### src/rtl/my_axi4_lite_mst_pkg.sv
// Shared types for the single-outstanding AXI4-Lite master.
// The cmd_t and rsp_t bundles use the maximum widths so that any instance can use them.
package my_axi4_lite_mst_pkg;

    localparam int unsigned MAX_ADDR_BIT_WIDTH = 64;
    localparam int unsigned MAX_DATA_BIT_WIDTH = 64;
    localparam int unsigned MAX_LAT_BIT_WIDTH  = 32;

    typedef enum logic [2:0] {
        StIdle,
        StWrReq,
        StWrRsp,
        StRdReq,
        StRdRsp,
        StRsp
    } state_t;

    typedef struct packed {
        logic                            is_wr;
        logic [MAX_ADDR_BIT_WIDTH-1:0]   addr;
        logic [MAX_DATA_BIT_WIDTH-1:0]   wdata;
        logic [MAX_DATA_BIT_WIDTH/8-1:0] wstrb;
    } cmd_t;

    typedef struct packed {
        logic                          is_wr;
        logic [MAX_DATA_BIT_WIDTH-1:0] rdata;
        logic [1:0]                    resp;
        logic [MAX_LAT_BIT_WIDTH-1:0]  lat;
    } rsp_t;

endpackage

### src/rtl/axi4_lite_if.sv
// AXI4-Lite bus bundle with master and slave views.
// The response codes are the values carried on BRESP and RRESP.
interface axi4_lite_if #(
    parameter int unsigned ADDR_W = 32,
    parameter int unsigned DATA_W = 32
);

    localparam logic [1:0] AXI4_RESP_OKAY   = 2'b00;
    localparam logic [1:0] AXI4_RESP_SLVERR = 2'b10;

    logic [ADDR_W-1:0]   awaddr;
    logic [2:0]          awprot;
    logic                awvalid;
    logic                awready;
    logic [DATA_W-1:0]   wdata;
    logic [DATA_W/8-1:0] wstrb;
    logic                wvalid;
    logic                wready;
    logic [1:0]          bresp;
    logic                bvalid;
    logic                bready;
    logic [ADDR_W-1:0]   araddr;
    logic [2:0]          arprot;
    logic                arvalid;
    logic                arready;
    logic [DATA_W-1:0]   rdata;
    logic [1:0]          rresp;
    logic                rvalid;
    logic                rready;

    modport mst_port (
        output awaddr, awprot, awvalid,
        input  awready,
        output wdata, wstrb, wvalid,
        input  wready,
        input  bresp, bvalid,
        output bready,
        output araddr, arprot, arvalid,
        input  arready,
        input  rdata, rresp, rvalid,
        output rready
    );

    modport slv_port (
        input  awaddr, awprot, awvalid,
        output awready,
        input  wdata, wstrb, wvalid,
        output wready,
        output bresp, bvalid,
        input  bready,
        input  araddr, arprot, arvalid,
        output arready,
        output rdata, rresp, rvalid,
        input  rready
    );

endinterface

### src/rtl/my_axi4_lite_mst.sv
// Single-outstanding AXI4-Lite master: turns a command/response stream into AXI4-Lite
// transactions and reports a saturating command-to-B/R-handshake latency with each response.
module my_axi4_lite_mst
    import my_axi4_lite_mst_pkg::*;
#(
    parameter int unsigned AXI4_LITE_ADDR_BIT_WIDTH = 32,
    parameter int unsigned AXI4_LITE_DATA_BIT_WIDTH = 32,
    parameter int unsigned LAT_CNT_BIT_WIDTH        = 16
) (
    input  logic                                  i_clk,
    input  logic                                  i_async_rst_n,
    input  logic                                  i_cmd_valid,
    output logic                                  o_cmd_ready,
    input  logic                                  i_cmd_is_wr,
    input  logic [AXI4_LITE_ADDR_BIT_WIDTH-1:0]   i_cmd_addr,
    input  logic [AXI4_LITE_DATA_BIT_WIDTH-1:0]   i_cmd_wdata,
    input  logic [AXI4_LITE_DATA_BIT_WIDTH/8-1:0] i_cmd_wstrb,
    output logic                                  o_rsp_valid,
    input  logic                                  i_rsp_ready,
    output logic                                  o_rsp_is_wr,
    output logic [AXI4_LITE_DATA_BIT_WIDTH-1:0]   o_rsp_rdata,
    output logic [1:0]                            o_rsp_resp,
    output logic [LAT_CNT_BIT_WIDTH-1:0]          o_rsp_lat,
    axi4_lite_if.mst_port                         if_m_axi4_lite
);

    localparam int unsigned ADDR_W = AXI4_LITE_ADDR_BIT_WIDTH;
    localparam int unsigned DATA_W = AXI4_LITE_DATA_BIT_WIDTH;
    localparam int unsigned STRB_W = AXI4_LITE_DATA_BIT_WIDTH / 8;
    localparam int unsigned LAT_W  = LAT_CNT_BIT_WIDTH;
    localparam logic [LAT_W-1:0] LAT_ONE = 1;

    state_t              state_q;
    logic [ADDR_W-1:0]   addr_q;
    logic [DATA_W-1:0]   wdata_q;
    logic [STRB_W-1:0]   wstrb_q;
    logic                awvalid_q;
    logic                wvalid_q;
    logic                arvalid_q;
    logic                bready_q;
    logic                rready_q;
    logic                rsp_valid_q;
    logic                rsp_is_wr_q;
    logic [DATA_W-1:0]   rsp_rdata_q;
    logic [1:0]          rsp_resp_q;
    logic [LAT_W-1:0]    lat_q;

    // A channel is still pending when its valid is up and this edge does not complete it.
    logic aw_pend;
    logic w_pend;
    assign aw_pend = awvalid_q && !if_m_axi4_lite.awready;
    assign w_pend  = wvalid_q && !if_m_axi4_lite.wready;

    always_ff @(posedge i_clk or negedge i_async_rst_n) begin
        if (!i_async_rst_n) begin
            state_q     <= StIdle;
            addr_q      <= '0;
            wdata_q     <= '0;
            wstrb_q     <= '0;
            awvalid_q   <= 1'b0;
            wvalid_q    <= 1'b0;
            arvalid_q   <= 1'b0;
            bready_q    <= 1'b0;
            rready_q    <= 1'b0;
            rsp_valid_q <= 1'b0;
            rsp_is_wr_q <= 1'b0;
            rsp_rdata_q <= '0;
            rsp_resp_q  <= '0;
            lat_q       <= '0;
        end else begin
            // Counts bus cycles only; frozen while idle or presenting a response.
            if (state_q != StIdle && state_q != StRsp && lat_q != '1) begin
                lat_q <= lat_q + LAT_ONE;
            end
            unique case (state_q)
                StIdle: begin
                    if (i_cmd_valid) begin
                        addr_q  <= i_cmd_addr;
                        wdata_q <= i_cmd_wdata;
                        wstrb_q <= i_cmd_wstrb;
                        lat_q   <= '0;
                        if (i_cmd_is_wr) begin
                            awvalid_q <= 1'b1;
                            wvalid_q  <= 1'b1;
                            state_q   <= StWrReq;
                        end else begin
                            arvalid_q <= 1'b1;
                            state_q   <= StRdReq;
                        end
                    end
                end
                StWrReq: begin
                    if (awvalid_q && if_m_axi4_lite.awready) awvalid_q <= 1'b0;
                    if (wvalid_q && if_m_axi4_lite.wready) wvalid_q <= 1'b0;
                    if (!aw_pend && !w_pend) begin
                        bready_q <= 1'b1;
                        state_q  <= StWrRsp;
                    end
                end
                StWrRsp: begin
                    if (if_m_axi4_lite.bvalid) begin
                        bready_q    <= 1'b0;
                        rsp_valid_q <= 1'b1;
                        rsp_is_wr_q <= 1'b1;
                        rsp_rdata_q <= '0;
                        rsp_resp_q  <= if_m_axi4_lite.bresp;
                        state_q     <= StRsp;
                    end
                end
                StRdReq: begin
                    if (if_m_axi4_lite.arready) begin
                        arvalid_q <= 1'b0;
                        rready_q  <= 1'b1;
                        state_q   <= StRdRsp;
                    end
                end
                StRdRsp: begin
                    if (if_m_axi4_lite.rvalid) begin
                        rready_q    <= 1'b0;
                        rsp_valid_q <= 1'b1;
                        rsp_is_wr_q <= 1'b0;
                        rsp_rdata_q <= if_m_axi4_lite.rdata;
                        rsp_resp_q  <= if_m_axi4_lite.rresp;
                        state_q     <= StRsp;
                    end
                end
                StRsp: begin
                    if (i_rsp_ready) begin
                        rsp_valid_q <= 1'b0;
                        state_q     <= StIdle;
                    end
                end
                default: state_q <= StIdle;
            endcase
        end
    end

    assign o_cmd_ready = (state_q == StIdle);
    assign o_rsp_valid = rsp_valid_q;
    assign o_rsp_is_wr = rsp_is_wr_q;
    assign o_rsp_rdata = rsp_rdata_q;
    assign o_rsp_resp  = rsp_resp_q;
    assign o_rsp_lat   = lat_q;

    assign if_m_axi4_lite.awaddr  = addr_q;
    assign if_m_axi4_lite.awprot  = 3'b000;
    assign if_m_axi4_lite.awvalid = awvalid_q;
    assign if_m_axi4_lite.wdata   = wdata_q;
    assign if_m_axi4_lite.wstrb   = wstrb_q;
    assign if_m_axi4_lite.wvalid  = wvalid_q;
    assign if_m_axi4_lite.bready  = bready_q;
    assign if_m_axi4_lite.araddr  = addr_q;
    assign if_m_axi4_lite.arprot  = 3'b000;
    assign if_m_axi4_lite.arvalid = arvalid_q;
    assign if_m_axi4_lite.rready  = rready_q;

endmodule
### src/flat_wrapper.sv
// flat-port wrapper written by rule: the top's interface ports become plain ports
module my_axi4_lite_mst_flat import my_axi4_lite_mst_pkg::*;
#(
    parameter int unsigned AXI4_LITE_ADDR_BIT_WIDTH = 32,
    parameter int unsigned AXI4_LITE_DATA_BIT_WIDTH = 32,
    parameter int unsigned LAT_CNT_BIT_WIDTH        = 16
)
  (i_clk, i_async_rst_n, i_cmd_valid, o_cmd_ready, i_cmd_is_wr, i_cmd_addr, i_cmd_wdata, i_cmd_wstrb, o_rsp_valid, i_rsp_ready, o_rsp_is_wr, o_rsp_rdata, o_rsp_resp, o_rsp_lat, if_m_axi4_lite_awaddr, if_m_axi4_lite_awprot, if_m_axi4_lite_awvalid, if_m_axi4_lite_awready, if_m_axi4_lite_wdata, if_m_axi4_lite_wstrb, if_m_axi4_lite_wvalid, if_m_axi4_lite_wready, if_m_axi4_lite_bresp, if_m_axi4_lite_bvalid, if_m_axi4_lite_bready, if_m_axi4_lite_araddr, if_m_axi4_lite_arprot, if_m_axi4_lite_arvalid, if_m_axi4_lite_arready, if_m_axi4_lite_rdata, if_m_axi4_lite_rresp, if_m_axi4_lite_rvalid, if_m_axi4_lite_rready);
  axi4_lite_if if_m_axi4_lite_i ();
  input  logic i_clk;
  input  logic i_async_rst_n;
  input  logic i_cmd_valid;
  output logic o_cmd_ready;
  input  logic i_cmd_is_wr;
  input  logic [AXI4_LITE_ADDR_BIT_WIDTH-1:0] i_cmd_addr;
  input  logic [AXI4_LITE_DATA_BIT_WIDTH-1:0] i_cmd_wdata;
  input  logic [AXI4_LITE_DATA_BIT_WIDTH/8-1:0] i_cmd_wstrb;
  output logic o_rsp_valid;
  input  logic i_rsp_ready;
  output logic o_rsp_is_wr;
  output logic [AXI4_LITE_DATA_BIT_WIDTH-1:0] o_rsp_rdata;
  output logic [1:0] o_rsp_resp;
  output logic [LAT_CNT_BIT_WIDTH-1:0] o_rsp_lat;
  output wire logic [$bits(if_m_axi4_lite_i.awaddr)-1:0] if_m_axi4_lite_awaddr;
  output wire logic [$bits(if_m_axi4_lite_i.awprot)-1:0] if_m_axi4_lite_awprot;
  output wire logic [$bits(if_m_axi4_lite_i.awvalid)-1:0] if_m_axi4_lite_awvalid;
  input wire logic [$bits(if_m_axi4_lite_i.awready)-1:0] if_m_axi4_lite_awready;
  output wire logic [$bits(if_m_axi4_lite_i.wdata)-1:0] if_m_axi4_lite_wdata;
  output wire logic [$bits(if_m_axi4_lite_i.wstrb)-1:0] if_m_axi4_lite_wstrb;
  output wire logic [$bits(if_m_axi4_lite_i.wvalid)-1:0] if_m_axi4_lite_wvalid;
  input wire logic [$bits(if_m_axi4_lite_i.wready)-1:0] if_m_axi4_lite_wready;
  input wire logic [$bits(if_m_axi4_lite_i.bresp)-1:0] if_m_axi4_lite_bresp;
  input wire logic [$bits(if_m_axi4_lite_i.bvalid)-1:0] if_m_axi4_lite_bvalid;
  output wire logic [$bits(if_m_axi4_lite_i.bready)-1:0] if_m_axi4_lite_bready;
  output wire logic [$bits(if_m_axi4_lite_i.araddr)-1:0] if_m_axi4_lite_araddr;
  output wire logic [$bits(if_m_axi4_lite_i.arprot)-1:0] if_m_axi4_lite_arprot;
  output wire logic [$bits(if_m_axi4_lite_i.arvalid)-1:0] if_m_axi4_lite_arvalid;
  input wire logic [$bits(if_m_axi4_lite_i.arready)-1:0] if_m_axi4_lite_arready;
  input wire logic [$bits(if_m_axi4_lite_i.rdata)-1:0] if_m_axi4_lite_rdata;
  input wire logic [$bits(if_m_axi4_lite_i.rresp)-1:0] if_m_axi4_lite_rresp;
  input wire logic [$bits(if_m_axi4_lite_i.rvalid)-1:0] if_m_axi4_lite_rvalid;
  output wire logic [$bits(if_m_axi4_lite_i.rready)-1:0] if_m_axi4_lite_rready;
  assign if_m_axi4_lite_awaddr = if_m_axi4_lite_i.awaddr;
  assign if_m_axi4_lite_awprot = if_m_axi4_lite_i.awprot;
  assign if_m_axi4_lite_awvalid = if_m_axi4_lite_i.awvalid;
  assign if_m_axi4_lite_i.awready = if_m_axi4_lite_awready;
  assign if_m_axi4_lite_wdata = if_m_axi4_lite_i.wdata;
  assign if_m_axi4_lite_wstrb = if_m_axi4_lite_i.wstrb;
  assign if_m_axi4_lite_wvalid = if_m_axi4_lite_i.wvalid;
  assign if_m_axi4_lite_i.wready = if_m_axi4_lite_wready;
  assign if_m_axi4_lite_i.bresp = if_m_axi4_lite_bresp;
  assign if_m_axi4_lite_i.bvalid = if_m_axi4_lite_bvalid;
  assign if_m_axi4_lite_bready = if_m_axi4_lite_i.bready;
  assign if_m_axi4_lite_araddr = if_m_axi4_lite_i.araddr;
  assign if_m_axi4_lite_arprot = if_m_axi4_lite_i.arprot;
  assign if_m_axi4_lite_arvalid = if_m_axi4_lite_i.arvalid;
  assign if_m_axi4_lite_i.arready = if_m_axi4_lite_arready;
  assign if_m_axi4_lite_i.rdata = if_m_axi4_lite_rdata;
  assign if_m_axi4_lite_i.rresp = if_m_axi4_lite_rresp;
  assign if_m_axi4_lite_i.rvalid = if_m_axi4_lite_rvalid;
  assign if_m_axi4_lite_rready = if_m_axi4_lite_i.rready;
  my_axi4_lite_mst #(.AXI4_LITE_ADDR_BIT_WIDTH(AXI4_LITE_ADDR_BIT_WIDTH), .AXI4_LITE_DATA_BIT_WIDTH(AXI4_LITE_DATA_BIT_WIDTH), .LAT_CNT_BIT_WIDTH(LAT_CNT_BIT_WIDTH)) u_core (.i_clk(i_clk), .i_async_rst_n(i_async_rst_n), .i_cmd_valid(i_cmd_valid), .o_cmd_ready(o_cmd_ready), .i_cmd_is_wr(i_cmd_is_wr), .i_cmd_addr(i_cmd_addr), .i_cmd_wdata(i_cmd_wdata), .i_cmd_wstrb(i_cmd_wstrb), .o_rsp_valid(o_rsp_valid), .i_rsp_ready(i_rsp_ready), .o_rsp_is_wr(o_rsp_is_wr), .o_rsp_rdata(o_rsp_rdata), .o_rsp_resp(o_rsp_resp), .o_rsp_lat(o_rsp_lat), .if_m_axi4_lite(if_m_axi4_lite_i));
endmodule
### config.mk
export PLATFORM = sky130hd
export DESIGN_NAME = my_axi4_lite_mst_flat
export DESIGN_NICKNAME = d
export VERILOG_FILES = /design/src/rtl/my_axi4_lite_mst_pkg.sv /design/src/rtl/axi4_lite_if.sv /design/src/rtl/my_axi4_lite_mst.sv /design/src/flat_wrapper.sv
export SDC_FILE = /design/constraint.sdc
export NUM_CORES = 1
export LEC_CHECK = 0
export CORE_MARGIN = 1.5
export CORE_UTILIZATION = 40
export DETAILED_ROUTE_END_ITERATION = 6
export PLACE_DENSITY = 0.83
export REMOVE_ABC_BUFFERS = 1
export SLEW_MARGIN = 20
export SYNTH_ARGS = -nofsm -noshare
export SYNTH_HDL_FRONTEND = slang
export SYNTH_SLANG_ARGS = --single-unit
### constraint.sdc
create_clock -name i_clk -period 3.4 [get_ports i_clk]
set_clock_uncertainty 0.1 [all_clocks]
set_input_delay 0.34 -clock i_clk [delete_from_list [all_inputs] [get_ports i_clk]]
set_output_delay 0.34 -clock i_clk [all_outputs]
set_load 0.02 [all_outputs]
Word level (Yosys, flattened, before mapping) --
Cells that the tools add are included.
Storage, ports and cells: logic and storage cells 98, memory bits (read-only) 0, input port bits 114, output and inout port bits 164, memories kept 0, register bits 128, latch bits 0, memory bits (writable) 0
Cells by class: order comparisons 0, equal/unequal tests 17, shifts and indexed selects 0, bitwise operators 0, add/sub/neg operators 1, div/mod/pow operators 0, muxes and demuxes 38, multipliers 0, reductions and logical operators 28
Operator list (number):
- two-way mux 32 bit | 2
- one-hot mux 32 bit (2 select lines) | 1
- two-way mux 16 bit | 3
- two-way mux 3 bit | 6
- one-hot mux 3 bit (6 select lines) | 1
- adder 16 x 1 -> 16 bit, second input constant | 1
- inequality test 16 bit, second input constant | 1
- AND reduction 4 bit | 4
- two-way mux 1 bit | 14
- inequality test 2 bit, second input constant | 6
- one-hot mux 1 bit (2 select lines) | 6
- nonzero test 2 bit | 5
- AND reduction 3 bit | 3
- inequality test 2 x 1 -> 1 bit, second input constant | 4
- logical AND 1 bit | 7
- equality test 3 x 2 -> 1 bit, second input constant | 2
- equality test 3 bit, second input constant | 2
- two-way mux 2 bit | 3
- AND reduction 6 bit | 1
- nonzero test 3 bit | 2
- zero test 1 bit | 4
- one-hot mux 2 bit (2 select lines) | 1
- equality test 3 x 1 -> 1 bit, second input constant | 1
- zero test 3 bit | 1
- 3 further kinds | 3

Depth between registers and ports, before layout --
Gate-level depths: netlist of run 1.
depth after elaboration 6, gate-level depth with buffers 7, mapped depth without buffers 5

Worst setup path after synthesis of run 1 --
Ideal clock, no wire load.
kind reg-to-reg, start register u_core.state_q[0], end register u_core.awvalid_q (netlist: u_core.if_m_axi4_lite.awvalid), required time 3.234 ns, setup time 0.066 ns, stages on the path, launching flop included 6, buffers on the path 2, period minus slack after synthesis 2.032 ns, path slack 1.368 ns, data arrival time 1.866 ns, cells stage by stage dfrtp_1 > nor3_1 > and2_1 > clkbuf_1 > clkbuf_1 > a22o_1
On the way: word-level cells in the longest chain between the ends 3, elaborated cells between the ends (all ways) 8, classes of those cells eq/ne: 4; mux: 1; reduce/logical: 3
Ends and longest elaborated chain:
- start, declared | line my_axi4_lite_mst.sv:33 | state_t state_q;
- start signal, assigned | line my_axi4_lite_mst.sv:56 | state_q <= StIdle;
- start signal, assigned | line my_axi4_lite_mst.sv:85 | state_q <= StWrReq;
- start signal, assigned | line my_axi4_lite_mst.sv:88 | state_q <= StRdReq;
- zero test 3 bit *
- net o_cmd_ready | line flat_wrapper.sv:13 | output logic o_cmd_ready;
- inequality test 2 x 1 -> 1 bit (no source line), or another cell as far along
- AND reduction 4 bit (no source line)
- end signal, assigned | line my_axi4_lite_mst.sv:60 | awvalid_q <= 1'b0;
- end signal, assigned | line my_axi4_lite_mst.sv:83 | awvalid_q <= 1'b1;
- end signal, assigned | line my_axi4_lite_mst.sv:93 | if (awvalid_q && if_m_axi4_lite.awready) awvalid_q <= 1'b0;
- end, declared | line my_axi4_lite_mst.sv:37 | logic awvalid_q;
The timed path passes the listed nets; every way through them passes the cells marked *. A chain may end at the register's enable or synchronous reset.

Worst setup path in the final report of run 1 --
start register u_core.state_q[0], end output o_cmd_ready
On the way: word-level cells in the longest chain between the ends 1
Ends and longest elaborated chain:
- zero test 3 bit | line my_axi4_lite_mst.sv:138 | assign o_cmd_ready = (state_q == StIdle);
- end, declared | line flat_wrapper.sv:13
No other way between the ends.

==> qor.yml, run 1 <==
timing:
  relSlewSlack: 0.4481
  layout_setup_ws_ns: 0.9622
  period_share: 0.7170
  fmax_mhz: 410.2
  hold_viol: 0
  setup_viol: 0
  slew_viol_final: 0
  fin_worst_hold_slack_ns: 0.3489
  fin_crit_ns: 2.438
  tightestPinTransition_ns: 0.8269
  rsz0062_at_grt: "false"
clocking:
  cts_buffers: 17
  tritoncts: "yes"
  clkLatencyLatePin_ns: 0.41
  cts_setup_buffers: 0
  clockBufferDepth: 2
  clkTransAtPathRegs_ns: 0.06
  root_buffer: "clkbuf_16"
  cts.sinks: 128
  htreeDepth: 4
  cts-resized-gates: 0
placement:
  pre_cts_slack_ns: 1.166
  post-dp-hpwl_um: 11140
  postPlaceCellArea_mm2: 0.008188
  place_congestion: 0.8467
  io_buffer_count: 271
worst_setup_path:
  max_stage_delay_ns: 0.69
  crit_required_ns: 2.96
  endpoint_kind: "output pin"
  cp.arrival_ns: 2.00
  reg2reg_to: "u_core.o_rsp_lat[13]"
  r2r-start: "u_core.state_q[0]"
  path_max_fanout: 12
  reg2reg_slack_ns: 1.16
  cp-start-kind: "register"
  path_cells: "nor3_1, clkdlybuf4s50_1"
  critical_path_class: "register to output pin"
  critical-path-slowest-cell: "clkdlybuf4s50_1"
  r2r.worst_path.cells: 4
die:
  initial_core_util: 0.4134
  num_rows: 42
  die_x_um: 120.7
  coreArea_mm2: 0.01340
  num_io_pins: 278
  die_area_mm2: 0.01457
  die_h_um: 120.7
cells_and_area:
  layout-drive-gt1-share: 0.05461
  fin_area_mm2: 0.008817
  antenna_cells: 0
  register_area_mm2: 0.003203
  area_delta_synth_final_pct: 59.15
  nFillCells: 1040
  multi_input_area_mm2: 0.001946
  layout.nets: 927
grt:
  grt_pass1_vias: 5004
  antenna_found_initial: 0
  gr-total-overflow: 0
  track_usage: 0.2255
  grt_pass1_wl_um: 25660
  grt_start_max_net_pins: 67
min_path:
  hold_depth: 3
  hold_start: "i_cmd_addr[16]"
  hold_end: "u_core.if_m_axi4_lite.araddr[16]"
  hold_class: "input pin to register"
synthesis:
  synth-seq-cells: 128
  synth_edf_count: 0
  yosysTopAreaCell: "dfrtp_1"
  syn_inst: 577
  synth-seq-area-share: 0.5781
  synth_area_mm2: 0.005540
  yosys.area.top_type_share: 0.5781
  ys_warn_count: 0
  syn_area_per_cell_um2: 9.602
  synthDistinctLibCells: 44
  synth-main-ff-cell: "dfrtp_1"
  synthArstFlopShare: 1.000
  synth_area_leaders: "dfrtp_1 58%, nand2_1 15%, a22o_1 5.4%, buf_4 5.1%, clkbuf_1 1.5%"
detailed_routing:
  drtPass1Iterations: 4
  drc: 0
  viasPerCell: 5.006
  drtIter0Drc: 415
  vias: 5006
  wire_per_inst_um: 15.90
  antenna_left: 0
  wirelength_um: 15900
run_status:
  status: "finished clean"
pwr:
  p_per_area_mw_per_mm2: 944.2
  leakage_nw: 4.012
  peakVddDrop_mv: 0.5246
run:
  cap_violations: 0
==> where the power goes <==
group	total, mW	switching, mW	internal [mW]
logic	3.86	2.05	1.81
registers	2.56	0.452	2.11
clock network	1.91	0.652	1.25
==> worst max path at each step <==
stage | startpoint | endpoint | slack (ns) | cells after the start
final | u_core.state_q[0] | o_cmd_ready | 0.96 | 2
after global routing | u_core.state_q[0] | o_cmd_ready | 0.83 | 2
after CTS | u_core.state_q[0] | o_cmd_ready | 0.95 | 2
after detailed placement | u_core.state_q[0] | u_core.o_rsp_lat[11] | 1.17 | 5
after global placement | i_cmd_valid | u_core.o_rsp_lat[11] | 1.22 | 5
after floorplan | u_core.state_q[1] | u_core.o_rsp_resp[0] | -0.02 | 3
==> what timing repair did <==
item | in CTS | in global routing
hold endpoints to repair | 62 | 0
setup endpoints to repair | 0 | 0
hold buffers | 1 | 0
==> cells in the final DEF (no fill, tap or decap), drive strengths merged, types with 8 or more instances in the layout <==
| cell type | netlist | layout |
|---|---|---|
| mux2i | 8 | 8 |
| a21oi | 14 | 14 |
| a22o | 34 | 34 |
| nand2 | 227 | 227 |
| buf | 46 | 8 |
| clkbuf | 22 | 20 |
| dfrtp | 128 | 128 |
| nor3 | 9 | 9 |
| clkdlybuf4s50 | 0 | 270 |
| o21ai | 14 | 14 |
==> flip-flops by register name (all words and copies together) (netlist names), 2 cells and up <==
name	count
u_core.o_rsp_resp	2
u_core.state_q	3
u_core.if_m_axi4_lite.wdata	32
u_core.o_rsp_lat	16
u_core.if_m_axi4_lite.wstrb	4
u_core.o_rsp_rdata	32
u_core.if_m_axi4_lite.araddr	32
==> cell type report <==
class,count,share of cell area
clock buffer,20,0.05180
timing repair buffer,279,0.3187
clock inverter,11,0.01845
sequential,128,0.3633
tap,176,0.02498
inverter,5,0.002129
multi-input combinational,381,0.2207
==> cell usage after synthesis, types with 2 or more instances <==
cell        n
a21oi_1    14
a22o_1     34
a31oi_1     4
and3_1      4
and3b_1     3
and4_1      2
buf_1       3
buf_2       5
buf_4      38
clkbuf_1   22
dfrtp_1   128
inv_1       5
mux2i_1     8
nand2_1   227
nand2b_1    3
nand3_1     5
nand4_1     5
nor2_1      5
nor2b_1     2
nor3_1      9
o211ai_1    3
o21ai_0    14
o31ai_1     6
or3_1       4
or4_1       5
==> critical path, delay by kind of cell (launching register included) <==
kind                   cells  cell delay, ns
buffers and inverters      1            0.69
flip-flops                 1            0.53
AND/OR/NAND/NOR            1            0.37
==> cell families (layout without fill, tap and decap cells) <==
kind of cell | after synthesis | after routing | synth area share
simple gates | 280 | 280 | 0.2136
flops | 128 | 128 | 0.5781
compound gates | 85 | 85 | 0.1116
buf+inv | 73 | 315 | 0.07633
xor+xnor | 1 | 1 | 0.002937
other cells | 1 | 6 | 0.0006769
fa+ha+maj | 1 | 1 | 0.002258
mux | 8 | 8 | 0.01445
==> stage by stage <==
| step | setup TNS [ns] | total power, mW | util | std cells |
|---|---|---|---|---|
| global route | 0 | 8.782 | 0.6580 | 1000 |
| floorplan | -0.03970 | 4.382 | - | 514 |
| detailed placement | 0 | 6.443 | 0.6110 | 968 |
| global placement | 0 | 6.351 | 0.6110 | 968 |
| CTS | 0 | 8.380 | 0.6580 | 1000 |
| finish | 0 | 8.326 | 0.6580 | 1000 |
==> routing by layer <==
metal | vias up | GRT usage | wire, um | part of all wire
li1 | 2354 | - | - | -
met1 | 2437 | 0.2864 | 6592 | 0.41
met2 | 182 | 0.3654 | 8003 | 0.50
met3 | 33 | 0.05943 | 933 | 0.059
met4 | 0 | 0.09412 | 374 | 0.024
met5 | - | 0 | 0 | 0
No activity file was read; power rests on OpenSTA's default activity.
==> run 2: changes to the inputs <==
--- a/config.mk
+++ b/config.mk
@@ -6,9 +6,9 @@
 export NUM_CORES = 1
 export LEC_CHECK = 0
 export CORE_MARGIN = 1.5
-export CORE_UTILIZATION = 40
+export CORE_UTILIZATION = 36
 export DETAILED_ROUTE_END_ITERATION = 6
-export PLACE_DENSITY = 0.83
+export PLACE_DENSITY = 0.79
 export REMOVE_ABC_BUFFERS = 1
 export SLEW_MARGIN = 20
 export SYNTH_ARGS = -nofsm -noshare
==> constraint.sdc (replaced) <==
create_clock -name i_clk -period 2.24 [get_ports i_clk]
set_clock_uncertainty 0.1 [all_clocks]
set_input_delay 0.224 -clock i_clk [delete_from_list [all_inputs] [get_ports i_clk]]
set_output_delay 0.224 -clock i_clk [all_outputs]
set_load 0.02 [all_outputs]
==> qor.yml, run 2 (synthesis gave the netlist of run 1 again) <==
timing:
  hold_viol: 0  # unchanged
  fmax_mhz: 467.8
  tightestPinTransition_ns: 0.6995  # was 0.8269 ns
  slew_viol_final: 0  # unchanged
  rsz0062_at_grt: "false"  # unchanged
  fin_worst_hold_slack_ns: 0.2373  # was 0.3489 ns
  period_share: 0.9543
  setup_viol: 0  # unchanged
  relSlewSlack: 0.5337  # was 0.4481
  layout_setup_ws_ns: 0.1024  # was 0.9622 ns
  fin_crit_ns: 2.138
placement:
  pre_cts_slack_ns: 0.3209  # was 1.166 ns
  place_congestion: 0.8564  # was 0.8467
  io_buffer_count: 271  # unchanged
  post-dp-hpwl_um: 10780  # was 11140 um
detailed_routing:
  vias: 4984  # was 5006
  wl_met1_um: 6624  # was 6592 um
  drtPass1Iterations: 4  # unchanged
  wl_met2_um: 7835  # was 8003 um
  top_layer_used: "met4"  # unchanged
  wirelength_um: 15610  # was 15900 um
  drtIter0Drc: 293  # was 415
  drc: 0  # unchanged
  wire_per_inst_um: 15.32  # was 15.90 um
  antenna_left: 0  # unchanged
  route.met3.wl_um: 821  # was 933 um
  viasPerCell: 4.891  # was 5.006
pwr:
  p_clk_frac: 0.241  # was 0.229
  intPower_mw: 8.114  # was 5.175 mW
  p_per_area_mw_per_mm2: 1444  # was 944.2 mW/mm2
  power_switching_mw: 4.816  # was 3.150 mW
  leakage_nw: 4.071  # was 4.012 nW
  peakVddDrop_mv: 0.6997  # was 0.5246 mV
  power_switching_share: 0.3725  # was 0.3784
  combinationalPowerShare: 0.461  # was 0.463
  power_frac_seq: 0.298  # was 0.308
cells_and_area:
  area_delta_synth_final_pct: 61.65  # was 59.15%
  layout-drive-gt1-share: 0.06378  # was 0.05461
  nFillCells: 1307  # was 1040
  layout.nets: 933  # was 927
  antenna_cells: 0  # unchanged
  register_area_mm2: 0.003203  # unchanged
  multi_input_area_mm2: 0.001951  # was 0.001946 mm2
  final_common_cell: "clkdlybuf4s50_1"  # unchanged
  final_cell_mix: "270 x clkdlybuf4s50_1, 226 x nand2_1, 128 x dfrtp_1, 34 x a22o_1, 17 x clkbuf_16"  # unchanged
clocking:
  clkTransAtPathRegs_ns: 0.06  # about the same
  clkLatencyLatePin_ns: 0.40  # was 0.41 ns
  cts_setup_buffers: 0  # unchanged
  tritoncts: "yes"  # unchanged
  root_buffer: "clkbuf_16"  # unchanged
  clockBufferDepth: 2  # unchanged
  cts.sinks: 128  # unchanged
  htreeDepth: 4  # unchanged
  cts_buffers: 17  # unchanged
worst_setup_path:
  reg2reg_slack_ns: 0.29  # was 1.16 ns
  crit_required_ns: 1.92  # was 2.96 ns
  cp.arrival_ns: 1.81  # was 2.00 ns
  path_max_fanout: 7  # was 12
  r2r-start: "u_core.o_rsp_lat[0]"  # was u_core.state_q[0]
  critical_path_class: "register to output pin"  # unchanged
  cp-startpoint: "u_core.state_q[1]"  # was u_core.state_q[0]
  endpoint: "o_cmd_ready"  # unchanged
  r2r.worst_path.cells: 5  # was 4
  endpoint_kind: "output pin"  # unchanged
  cp-start-kind: "register"  # unchanged
  reg2reg_to: "u_core.o_rsp_lat[10]"  # was u_core.o_rsp_lat[13]
min_path:
  hold_start: "i_cmd_wstrb[2]"  # was i_cmd_addr[16]
  hold_depth: 3  # unchanged
  hold_class: "input pin to register"  # unchanged
grt:
  grt_pass1_vias: 4999  # was 5004
  track_usage: 0.1995  # was 0.2255
  grt_start_max_net_pins: 129  # was 67
  grt_pass1_wl_um: 25460  # was 25660 um
  gr-total-overflow: 0  # unchanged
  antenna_found_initial: 0  # unchanged
run_status:
  status: "finished clean"  # unchanged
die:
  num_rows: 45  # was 42
  die_area_mm2: 0.01614  # was 0.01457 mm2
  die_x_um: 127.1  # was 120.7 um
  num_io_pins: 278  # unchanged
  die_h_um: 127.1  # was 120.7 um
  initial_core_util: 0.3672  # was 0.4134
  coreArea_mm2: 0.01509  # was 0.01340 mm2
run:
  cap_violations: 0  # unchanged
-- run 2: cell count changes in the layout (fill, tap and decap cells not counted) --
cell and change:
nor3_1 -1, clkbuf_8 -2, buf_4 +4, nor3_2 +1
bufinv_16 +2, clkinv_2 -2, buf_12 +2, clkinv_4 +3
-- run 2: power groups by stage --
stage / sequential [mW] / combinational, mW / clock (mW)
2_1_floorplan: 5.22 / 1.43 / 0
3_3_place_gp: 3.84 / 5.90 / 0
3_5_place_dp: 3.86 / 5.99 / 0
4_1_cts: 3.86 / 6.03 / 3.18
5_1_grt: 3.99 / 6.40 / 3.29
6_report: 3.85 / 5.96 / 3.11
-- run 2: worst max-delay path: stages (launching register included) --
cell and delay [ns]:
dfrtp_1 0.46, nor3_2 0.30, clkdlybuf4s50_1 0.66
-- run 2: worst min-delay path by stage --
stage,slack (ns),to
finish,0.24,u_core.if_m_axi4_lite.wstrb[2]
global route,0.23,u_core.if_m_axi4_lite.wdata[6]
CTS,0.22,u_core.if_m_axi4_lite.wstrb[2]
detailed placement,0.29,u_core.if_m_axi4_lite.arvalid
global placement,0.29,u_core.o_rsp_rdata[28]
floorplan,-0.17,u_core.if_m_axi4_lite.araddr[0]
-- run 2: layout make-up --
type	count	share of cell area
repair buffers	285	0.3216
multi-input cells	381	0.2178
clock buffers	18	0.04792
well taps	188	0.02626
clock inverters	14	0.02668
flip-flops and latches	128	0.3576
inverters	5	0.002096
-- run 2: per-layer routing --
| layer | global-route usage | up-vias |
|---|---|---|
| li1 | - | 2375 |
| met2 | 0.3280 | 157 |
| met3 | 0.05109 | 28 |
| met4 | 0.08422 | 0 |
| met5 | 0 | - |
| met1 | 0.2513 | 2424 |
-- run 2: stage by stage --
stage | power, mW | cell area (um2) | TNS (ns) | util | std cells
final | 12.93 | 8956 | 0 | 0.5935 | 1019
after global routing | 13.68 | 8956 | 0 | 0.5935 | 1019
after CTS | 13.07 | 8956 | 0 | 0.5935 | 1019
after detailed placement | 9.855 | 8273 | 0 | 0.5483 | 986
after global placement | 9.734 | 8273 | 0 | 0.5483 | 986
after floorplan | 6.651 | 5155 | -106.32 | - | 514
-- run 2: what timing repair did --
item / in CTS / in global routing
setup endpoints to repair: 1 / 0
resized for setup: 1 / 0
hold endpoints to repair: 128 / 0
hold buffers: 1 / 0
